## src/rtl/serial_link_pkg.sv

```systemverilog
// Shared constants and types for the board-to-board serial status link.
package serial_link_pkg;

  localparam int unsigned WORD_W = 21;

  localparam logic [4:0] TYPE_FRE   = 5'b00010;
  localparam logic [4:0] TYPE_VOLT  = 5'b00001;
  localparam logic [4:0] TYPE_STATE = 5'b00100;
  localparam logic [4:0] TYPE_FAULT = 5'b00101;

  localparam logic [15:0] FAULT_PAYLOAD = 16'hE5E5;

  typedef enum logic [2:0] {
    StIdle,
    StData,
    StParity,
    StStop,
    StDone
  } rx_state_e;

endpackage

```

## src/rtl/rx_sync.sv

```systemverilog
// Two-flop synchronizer for the asynchronous line plus a falling-edge detector.
module rx_sync (
  input  logic clk,
  input  logic rst,
  input  logic rxd,
  output logic rxd_s,
  output logic fall
);

  logic meta_q, sync_q, prev_q;

  // Flops reset high so the idle line never produces a spurious edge.
  always_ff @(posedge clk) begin
    if (rst) begin
      meta_q <= 1'b1;
      sync_q <= 1'b1;
      prev_q <= 1'b1;
    end else begin
      meta_q <= rxd;
      sync_q <= meta_q;
      prev_q <= sync_q;
    end
  end

  assign rxd_s = sync_q;
  assign fall  = prev_q & ~sync_q;

endmodule

```

## src/rtl/serial_recv.sv

```systemverilog
// Receive side of the serial status link: frames, checks and de-duplicates
// repeated words, publishing data after two matching copies.
module serial_recv
  import serial_link_pkg::*;
#(
  parameter int unsigned CLKS_PER_BIT = 8,
  parameter int unsigned SAMPLE_PT    = 4,
  parameter int unsigned REPEAT_TMO   = 64
) (
  input  logic        clk,
  input  logic        rst,
  input  logic        rxd,
  input  logic        fault_clr,
  output logic [15:0] fre_data,
  output logic [15:0] volt,
  output logic [15:0] state,
  output logic        fre_vld,
  output logic        volt_vld,
  output logic        state_vld,
  output logic        fault_det,
  output logic        fault_flag,
  output logic        parity_err,
  output logic        frame_err,
  output logic        type_err
);

  localparam int unsigned CntW = $clog2(CLKS_PER_BIT + SAMPLE_PT + 1);
  localparam int unsigned GapW = $clog2(REPEAT_TMO + 1);

  logic rxd_s, fall;

  rx_sync u_rx_sync (
    .clk   (clk),
    .rst   (rst),
    .rxd   (rxd),
    .rxd_s (rxd_s),
    .fall  (fall)
  );

  rx_state_e         state_q;
  logic [CntW-1:0]   cell_cnt_q;
  logic [4:0]        bit_cnt_q;
  logic [WORD_W-1:0] shift_q;
  logic              par_q;
  logic [WORD_W-1:0] last_word_q;
  logic              published_q;
  logic [GapW-1:0]   gap_q;

  logic [4:0]  word_type;
  logic [15:0] payload;
  logic        par_ok, is_fault, type_ok, match;

  assign word_type = shift_q[20:16];
  assign payload   = shift_q[15:0];
  assign par_ok    = ^{shift_q, par_q};
  assign is_fault  = (word_type == TYPE_FAULT) && (payload == FAULT_PAYLOAD);
  assign type_ok   = is_fault || (word_type == TYPE_FRE) || (word_type == TYPE_VOLT) ||
                     (word_type == TYPE_STATE);
  assign match     = (gap_q != '0) && (shift_q == last_word_q);

  // Framing FSM, repeat tracker and registered outputs.
  always_ff @(posedge clk) begin
    if (rst) begin
      state_q     <= StIdle;
      cell_cnt_q  <= '0;
      bit_cnt_q   <= '0;
      shift_q     <= '0;
      par_q       <= 1'b0;
      last_word_q <= '0;
      published_q <= 1'b0;
      gap_q       <= '0;
      fre_data    <= '0;
      volt        <= '0;
      state       <= '0;
      fre_vld     <= 1'b0;
      volt_vld    <= 1'b0;
      state_vld   <= 1'b0;
      fault_det   <= 1'b0;
      fault_flag  <= 1'b0;
      parity_err  <= 1'b0;
      frame_err   <= 1'b0;
      type_err    <= 1'b0;
    end else begin
      fre_vld    <= 1'b0;
      volt_vld   <= 1'b0;
      state_vld  <= 1'b0;
      fault_det  <= 1'b0;
      parity_err <= 1'b0;
      frame_err  <= 1'b0;
      type_err   <= 1'b0;
      if (fault_clr) fault_flag <= 1'b0;

      // The gap timer only runs while the line is idle, so it measures the
      // time until the next copy starts rather than until it completes.
      if (state_q == StIdle && gap_q != '0) begin
        gap_q <= gap_q - 1'b1;
        if (gap_q == GapW'(1)) begin
          last_word_q <= '0;
          published_q <= 1'b0;
        end
      end

      if (state_q != StIdle && cell_cnt_q != '0) cell_cnt_q <= cell_cnt_q - 1'b1;

      case (state_q)
        StIdle: begin
          if (fall) begin
            cell_cnt_q <= CntW'(SAMPLE_PT - 1);
            bit_cnt_q  <= '0;
            state_q    <= StData;
          end
        end
        StData: begin
          if (cell_cnt_q == '0) begin
            cell_cnt_q <= CntW'(CLKS_PER_BIT - 1);
            shift_q    <= {shift_q[WORD_W-2:0], rxd_s};
            bit_cnt_q  <= bit_cnt_q + 1'b1;
            if (bit_cnt_q == '0 && rxd_s) state_q <= StIdle;
            else if (bit_cnt_q == 5'(WORD_W - 1)) state_q <= StParity;
          end
        end
        StParity: begin
          if (cell_cnt_q == '0) begin
            cell_cnt_q <= CntW'(CLKS_PER_BIT - 1);
            par_q      <= rxd_s;
            state_q    <= StStop;
          end
        end
        StStop: begin
          if (cell_cnt_q == '0) begin
            if (!rxd_s) begin
              frame_err <= 1'b1;
              state_q   <= StIdle;
            end else begin
              state_q   <= StDone;
            end
          end
        end
        StDone: begin
          state_q <= StIdle;
          if (!par_ok) begin
            parity_err <= 1'b1;
          end else if (!type_ok) begin
            type_err <= 1'b1;
          end else begin
            gap_q <= GapW'(REPEAT_TMO);
            if (is_fault) begin
              // Faults act on the first copy; later copies of the burst are absorbed.
              if (!(match && published_q)) begin
                fault_det  <= 1'b1;
                fault_flag <= 1'b1;
              end
              last_word_q <= shift_q;
              published_q <= 1'b1;
            end else if (match) begin
              if (!published_q) begin
                unique case (word_type)
                  TYPE_FRE:   begin fre_data <= payload; fre_vld   <= 1'b1; end
                  TYPE_VOLT:  begin volt     <= payload; volt_vld  <= 1'b1; end
                  default:    begin state    <= payload; state_vld <= 1'b1; end
                endcase
              end
              published_q <= 1'b1;
            end else begin
              last_word_q <= shift_q;
              published_q <= 1'b0;
            end
          end
        end
        default: state_q <= StIdle;
      endcase
    end
  end

endmodule

```

## config.mk

```make
export PLATFORM = sky130hd
export DESIGN_NAME = serial_recv
export DESIGN_NICKNAME = d
export VERILOG_FILES = /design/src/rtl/serial_link_pkg.sv /design/src/rtl/rx_sync.sv /design/src/rtl/serial_recv.sv
export SDC_FILE = /design/constraint.sdc
export NUM_CORES = 1
export LEC_CHECK = 0
export CELL_PAD_IN_SITES_DETAIL_PLACEMENT = 1
export CELL_PAD_IN_SITES_GLOBAL_PLACEMENT = 1
export CORE_MARGIN = 4
export CORE_UTILIZATION = 40
export DETAILED_ROUTE_END_ITERATION = 16
export DONT_BUFFER_PORTS = 1
export HOLD_SLACK_MARGIN = 0.1
export PLACE_DENSITY = 0.69
export SLEW_MARGIN = 15
export SYNTH_ARGS = -nofsm -noshare
export SYNTH_HDL_FRONTEND = slang
export SYNTH_HIERARCHICAL = 1
export SYNTH_SLANG_ARGS = --single-unit
```

## constraint.sdc

```tcl
create_clock -name clk -period 2.7 [get_ports clk]
set_input_delay 0.405 -clock clk [delete_from_list [all_inputs] [get_ports clk]]
set_output_delay 0.405 -clock clk [all_outputs]
set_load 0.05 [all_outputs]
```

# Yosys cells after proc, flatten, opt, wreduce, memory -nomap -nowiden
# Index checks and enable logic that the tools add are counted.
# op_classes
add_sub_neg,3
eq_ne,17
muxes,46
bitwise,11
n_reduce_logical,31
# ops
op,n
21-bit two-way mux,7
7-bit two-way mux,4
22-bit XOR reduction,1
21-bit equality test,1
3-bit two-way mux,7
7-bit AND reduction,3
1-bit two-way mux,20
"16-bit equality test, second input constant",1
4-bit two-way mux,3
3-bit case mux with 4 select lines,1
"5-bit by 3-bit equality test with 1-bit output, second input constant",2
5-bit two-way mux,2
1-bit NOT,10
5-bit case mux with 2 select lines,1
"2-bit != test, second input constant",4
4-bit case mux with 2 select lines,1
"7-bit by 1-bit equality test with 1-bit output, second input constant",1
7-bit nonzero test,1
7-bit OR reduction,1
"7-bit by 1-bit subtractor with 7-bit output, second input constant",1
"3-bit by 2-bit equality test with 1-bit output, second input constant",2
1-bit logical AND,6
2-bit OR reduction,3
3-bit OR reduction,2
20 further kinds,23
# totals
ff_bits,122
inputBits,4
elab_cells,130

# Depth between registers and ports, before layout
# Gate-level depths: netlist (run 1).
# depth
ltp_word,8
depth_mapped,10
ltp_nobuf,8

# Cells and area by module
# The synthesis (run 1) kept the hierarchy.
# modules_own_cells
module,n_inst,cells_per_inst,area_each_um2,seq_area_each_um2
serial_recv,1,577,5362.6,2382.3
rx_sync,1,7,85.1,60.1

# Worst setup path before layout (run 1)
# Ideal clock, no wire load.
# synth_timing
kind,register -> register
startpoint,register shift_q[17]
endpoint,register state[15]
t_arrival_ns,2.459
required_time_ns,2.572
slack_ns,0.114
path_stages_with_launch,9
period_less_slack_ns,2.586
path_cell_list,dfxtp_1 clkbuf_1 xor2_1 xnor2_1 xnor3_2 nor4_4 buf_8 mux2i_1 nor2_1
# synth_between
elab_chain_cells,6
# synth_rtl
item,line_no,text
start: declaration,serial_recv.sv:43,logic [WORD_W-1:0] shift_q;
start signal: assignment,serial_recv.sv:116,"shift_q <= {shift_q[WORD_W-2:0], rxd_s};"
5-bit by 3-bit equality test with 1-bit output,serial_recv.sv:56,assign is_fault = (word_type == TYPE_FAULT) && (payload == FAULT_PAYLOAD);
1-bit logical AND,serial_recv.sv:56,
1-bit logical OR (3 in a row),serial_recv.sv:57,assign type_ok = is_fault || (word_type == TYPE_FRE) || (word_type == TYPE_VOLT) ||
7-bit AND reduction (no line) (*),n/a,
end signal: assignment,serial_recv.sv:74,state <= '0;
end signal: assignment,serial_recv.sv:160,default: begin state <= payload; state_vld <= 1'b1; end
end: declaration,serial_recv.sv:16,"output logic [15:0] state,"
# Mark *: on every way between the ends. The rest lies on a longest branch, timed or not.
# A chain may end at the register's enable or synchronous reset.

# Worst setup path after layout (run 1)
# layout_timing
startpoint,register shift_q[16]
endpoint,register volt[2]
# layout_between
elab_chain_cells,6
# layout_rtl
item,line_no,text
5-bit by 3-bit equality test with 1-bit output,serial_recv.sv:56,
1-bit logical AND,serial_recv.sv:56,
1-bit logical OR (3 in a row),serial_recv.sv:57,
7-bit AND reduction (no line) (*),n/a,
end signal: assignment,serial_recv.sv:73,volt <= '0;
end signal: assignment,serial_recv.sv:159,TYPE_VOLT: begin volt <= payload; volt_vld <= 1'b1; end
end: declaration,serial_recv.sv:15,"output logic [15:0] volt,"
# Marked as above.

==> out/results.txt, run 1 <==
DP Worst Slack - -0.0129 ns
Peak VDD IR - 406 uV
slack of the critical path - 0.0770 ns
maximum clock rate - 0.381 GHz
io pins - 60
Final ANT Viol Nets - 0
Yosys warning total - 6
Clock transition at path regs - 0.06 ns
synth top area cells - dfxtp_1 45%, mux2i_1 12%, nand2_1 5.1%, nor2_1 5.0%, xor2_1 4.2%
synthesized cell area - 5450 um2
Synth top area share - 0.448
Worst Path Arrival - 2.91 ns
count leader, synth - dfxtp_1
CTS Root Cell - clkbuf_16
CTS Buf Count - 17
Least-Margin Pin Slew - 0.592 ns
Final nets - 596
syn nets - 594
Crit Path Class - register to register
skew final - 0.00686 ns
number of placement rows - 42
net switching share of the total power - 0.248
Starting Density - 0.410
largest net degree at the start of global routing - 83
first-pass GRT wire length - 22800 um
number of synthesized flops with an enable pin - 0
Layout area overhead - 15.2%
H-tree Lvls - 4
full die area - 15600 um2
Gate power share - 0.109
Fin Setup TNS - 0 ns
CP endpoint kind - register
synth unique cells - 44
fin crit share - 0.971
startpoint types - register
most frequent CP cell - xnor2_1
Max FO, Critical Path - 8
average wire per standard cell - 18.1 um
Setup violations, final - 0
synthesized area per cell - 9.33 um2
CP top delay family - XOR/XNOR gates
TritonCTS clock tree - built
CP cell instances - xnor2_1 -> xnor2_1 -> xnor2_1 -> xnor3_2 -> nor4_4 -> buf_4 -> mux2i_1 -> nor2_1
n_diodes - 0
Power Dens Cells - 765 nW/um2
Buf/Inv on CP - 1
GPL Wtd Cong - 0.793
DIE WIDTH - 125 um
vias in the first global route - 4304
share of post-route cells with drive strength above 1 - 0.119
FILL cells - 1510
slowest cell delay on critical path - 0.55 ns
Vias - 4036
Sequential Power Share - 0.399
asr flop ratio synth - 0
Worst path slowest cell - xnor3_2
Max Cap Viol - 0
clk_lat worst skew - 0.41 ns
Post-Route WL - 14000 um
endpoints failing hold - 0
sequential area share after synthesis - 0.448
number of port buffers - 0
Slew HR - 0.602
gate count of the mapped netlist - 584
P_int - 0.00361 W
clock share of power - 0.492
Synth top cells by count - 122 x dfxtp_1, 74 x nand2_1, 73 x nor2_1, 67 x mux2i_1, 33 x a21oi_1
drt initial violations - 185
DRC Markers - 0
initial antenna violation count - 0
top_reg_cell synth - dfxtp_1
clk sink count - 122
post-synthesis register bit count - 122
status - finished clean
Worst Hold Class - input pin to register
Lkg Pwr - 2.42 nW
GRT Util Overall - 0.183
first-pass iteration count of the detailed router - 4
Slew Viols, Final - 0
clock tree buffer depth - 2
net load switching power - 0.00119 W
Via-to-Cell Ratio - 5.21
total grt overflow - 0
Core Area - 13300 um2
Yosys top cell by area - dfxtp_1
post-route minimum period - 2.62 ns
die height - 125 um
detailed placement HPWL - 9210 um
Critical Path RT - 2.99 ns
cell families (layout without fill, tap and decap cells):
family | after synthesis | count (layout) | share of synthesized area
flip-flops | 122 | 122 | 0.448
buffers and inverters | 58 | 73 | 0.0675
AO/OA/AOI/OAI | 51 | 51 | 0.0542
multiplexers | 67 | 67 | 0.123
AND/OR/NAND/NOR | 227 | 227 | 0.204
XOR/XNOR | 53 | 53 | 0.0893
adder cells (fa/ha/maj) | 6 | 6 | 0.0138
worst reg2reg max path, delay by kind of cell (launching register included):
kind	cells	cell delay, ns
and+or+nand+nor	2	0.48
DFF	1	0.45
muxes	1	0.24
buffers and inverters	1	0.26
xor gates and xnor gates	4	1.08
flip-flops by register name, indices dropped and copies added (netlist names), 3 cells and up:
register and count:
state_q 3, fre_data 16, cell_cnt_q 4, shift_q 21
bit_cnt_q 5, last_word_q 21, state 16, gap_q 7
volt 16
what timing repair did:
action / in CTS / in global routing
gates resized for setup: 1 / 2
endpoints found under the hold margin: 82 / 0
setup buffers: 0 / 1
endpoints found under the setup margin: 16 / 30
hold buffers: 2 / 0
pin swaps: 0 / 1
layer usage:
| layer | GRT usage | share of wire | vias to the layer above |
|---|---|---|---|
| met5 | 0 | 0 | - |
| met4 | 0.0619 | 0.017 | 0 |
| met3 | 0.0562 | 0.051 | 18 |
| met2 | 0.315 | 0.50 | 85 |
| met1 | 0.217 | 0.43 | 1988 |
| li1 | - | - | 1945 |
worst paths after layout:
| kind | start | end | slack [ns] | cells after the start |
|---|---|---|---|---|
| hold / removal | fault_clr | fault_flag | 0.18 | 2 |
| hold reg to reg | u_rx_sync/meta_q | u_rx_sync/rxd_s | 0.41 | 1 |
| setup / recovery | shift_q[16] | volt[2] | 0.08 | 8 |
| setup reg to reg | shift_q[16] | volt[2] | 0.08 | 8 |
metrics by stage:
| step | hold WS (ns) | std cells | util | power (W) | instance area [um2] |
|---|---|---|---|---|---|
| after floorplan | 0.385 | 584 | - | 0.00234 | 5450 |
| after global placement | 0.397 | 740 | 0.421 | 0.00240 | 5590 |
| after detailed placement | 0.397 | 740 | 0.421 | 0.00243 | 5590 |
| after CTS | 0.156 | 774 | 0.471 | 0.00486 | 6260 |
| after global routing | 0.165 | 775 | 0.472 | 0.00501 | 6280 |
| final | 0.177 | 775 | 0.472 | 0.00480 | 6280 |
cells in the final DEF (no fill, tap or decap), types with 7 or more instances in the layout:
cell | Yosys | layout
a21oi_1 | 33 | 33
buf_4 | 3 | 27
clkbuf_16 | 0 | 17
dfxtp_1 | 122 | 122
inv_1 | 8 | 8
mux2i_1 | 67 | 67
nand2_1 | 74 | 74
nand2b_1 | 18 | 18
nand3_1 | 7 | 7
nor2_1 | 73 | 73
nor3_1 | 8 | 8
nor4_1 | 10 | 9
xnor2_1 | 25 | 25
xor2_1 | 26 | 26
area by class of cell:
class,instances,area (um2),area share
timing repair buffer,33,312,0.0496
clock inverter,10,139,0.0221
sequential,122,2440,0.389
multi-input combinational,404,2650,0.422
inverter,8,30.0,0.00478
clock buffer,22,484,0.0772
tap,176,220,0.0351
power by group through the flow:
stage | logic (W) | registers (W) | clock network [W]
after detailed placement | 0.000481 | 0.00195 | 0
after global routing | 0.000584 | 0.00192 | 0.00250
after floorplan | 0.000410 | 0.00193 | 0
after CTS | 0.000528 | 0.00191 | 0.00241
after global placement | 0.000454 | 0.00194 | 0
final | 0.000526 | 0.00191 | 0.00236
No activity file was read; power rests on OpenSTA's default activity.
==> inputs of run 2 (changes only) <==
--- a/config.mk
+++ b/config.mk
@@ -12,7 +12,7 @@
 export DETAILED_ROUTE_END_ITERATION = 16
 export DONT_BUFFER_PORTS = 1
 export HOLD_SLACK_MARGIN = 0.1
-export PLACE_DENSITY = 0.69
+export PLACE_DENSITY_LB_ADDON = 0.3
 export SLEW_MARGIN = 15
 export SYNTH_ARGS = -nofsm -noshare
 export SYNTH_HDL_FRONTEND = slang
==> out/results.txt, run 2 (same netlist as run 1, synthesis figures left out) <==
post-route design area - 6270 um2
number of placement rows - 42
CTS Buf Count - 17
biggest regs - last_word_q: 21 flops, shift_q: 21 flops
total power - 0.00467 W
Layout Cells excl Fill - 779
detailed placement HPWL - 9380 um
vias in the first global route - 4353
Clock transition at path regs - 0.06 ns
Least-Margin Pin Slew - 0.556 ns
R2R cell count - 9
Via-to-Cell Ratio - 5.16
Vias - 4023
full die area - 15600 um2
Slew HR - 0.629
TritonCTS clock tree - built
clk_lat worst skew - 0.41 ns
hold path cells - 2
Starting Density - 0.410
dpl cells - 743
Layout area overhead - 15.1%
Max FO, Critical Path - 16
largest net degree at the start of global routing - 82
io pins - 60
die height - 125 um
FILL cells - 1520
drt initial violations - 160
first-pass iteration count of the detailed router - 4
most common cell after layout, fill and taps aside - dfxtp_1
H-tree Lvls - 4
Placed Area - 5600 um2
DRC Markers - 0
slack of the critical path - 0.132 ns
initial antenna violation count - 0
Max Cap Viol - 0
fin crit share - 0.951
status - finished clean
Setup violations, final - 0
Post-Route WL - 14000 um
post-route minimum period - 2.57 ns
first-pass GRT wire length - 23000 um
GPL Wtd Cong - 0.816
Peak VDD IR - 587 uV
highest-count cells in the layout ignoring fill and taps - 118 x dfxtp_1, 73 x nor2_1, 73 x nand2_1
Lkg Pwr - 2.41 nW
Power Dens Cells - 744 nW/um2
total grt overflow - 0
share of post-route cells with drive strength above 1 - 0.126
DIE WIDTH - 125 um
Worst Hold Class - input pin to register
number of port buffers - 0
Final ANT Viol Nets - 0
n_diodes - 0
Final nets - 600
CP endpoint kind - register
Critical Path RT - 2.99 ns
clk sink count - 122
Worst Path Arrival - 2.86 ns
clock tree buffer depth - 2
maximum clock rate - 0.389 GHz
DP Worst Slack - 0.0404 ns
average wire per standard cell - 18.0 um
Crit Path Class - register to register
endpoints failing hold - 0
CTS Root Cell - clkbuf_16
skew final - 0.00861 ns
Core Area - 13300 um2
GRT Util Overall - 0.185
startpoint types - register
Slew Viols, Final - 0
## run 2: layout make-up
type / instances / area [um2] / area share
clock buffer: 22 / 454 / 0.0724
timing repair buffer: 37 / 348 / 0.0555
multi-input combinational: 404 / 2650 / 0.423
inverter: 8 / 30.0 / 0.00479
tap: 176 / 220 / 0.0351
sequential: 122 / 2450 / 0.390
clock inverter: 10 / 120 / 0.0192
## run 2: stage by stage
step	TNS (ns)	utilization	hold WS, ns
CTS	0	0.468	0.158
global route	-0.0105	0.472	0.158
global placement	0	0.421	0.388
detailed placement	0	0.421	0.396
floorplan	0	-	0.385
finish	0	0.472	0.172
## run 2: timing repair
item	4_1_cts	5_1_grt
buffers inserted	0	1
hold endpoints to repair	81	0
setup endpoints to repair	0	55
gates resized for setup	0	9
hold buffers	3	0
## run 2: power breakdown
part           total [W]  switching (W)  internal (W)  leakage (nW)
clock network    0.00221       0.000823       0.00138         0.263
logic           0.000550       0.000323      0.000227          1.16
registers        0.00191      0.0000518       0.00186         0.987
total            0.00467        0.00120       0.00347          2.41
## run 2: final timing paths
| kind | slack (ns) | end | startpoint |
|---|---|---|---|
| worst min-delay path | 0.17 | published_q | rst |
| worst max register to register | 0.13 | state[13] | shift_q[2] |
| worst max-delay path | 0.13 | state[13] | shift_q[2] |
| worst min register to register | 0.41 | u_rx_sync/rxd_s | u_rx_sync/meta_q |
## run 2: critical path, stage by stage (launching register included)
cell and delay [ns]:
dfxtp_1 0.42, xnor2_1 0.17, xnor2_1 0.19, xnor2_1 0.16, xnor3_2 0.49, buf_12 0.16
nor4_4 0.34, buf_12 0.22, mux2i_1 0.22, nor2_1 0.06
## run 2: layer usage
layer | up-vias | track usage | wire length [um]
met5 | - | 0 | 0
li1 | 1953 | - | -
met1 | 1983 | 0.222 | 6260
met4 | 0 | 0.0600 | 208
met3 | 16 | 0.0600 | 693
met2 | 71 | 0.315 | 6870
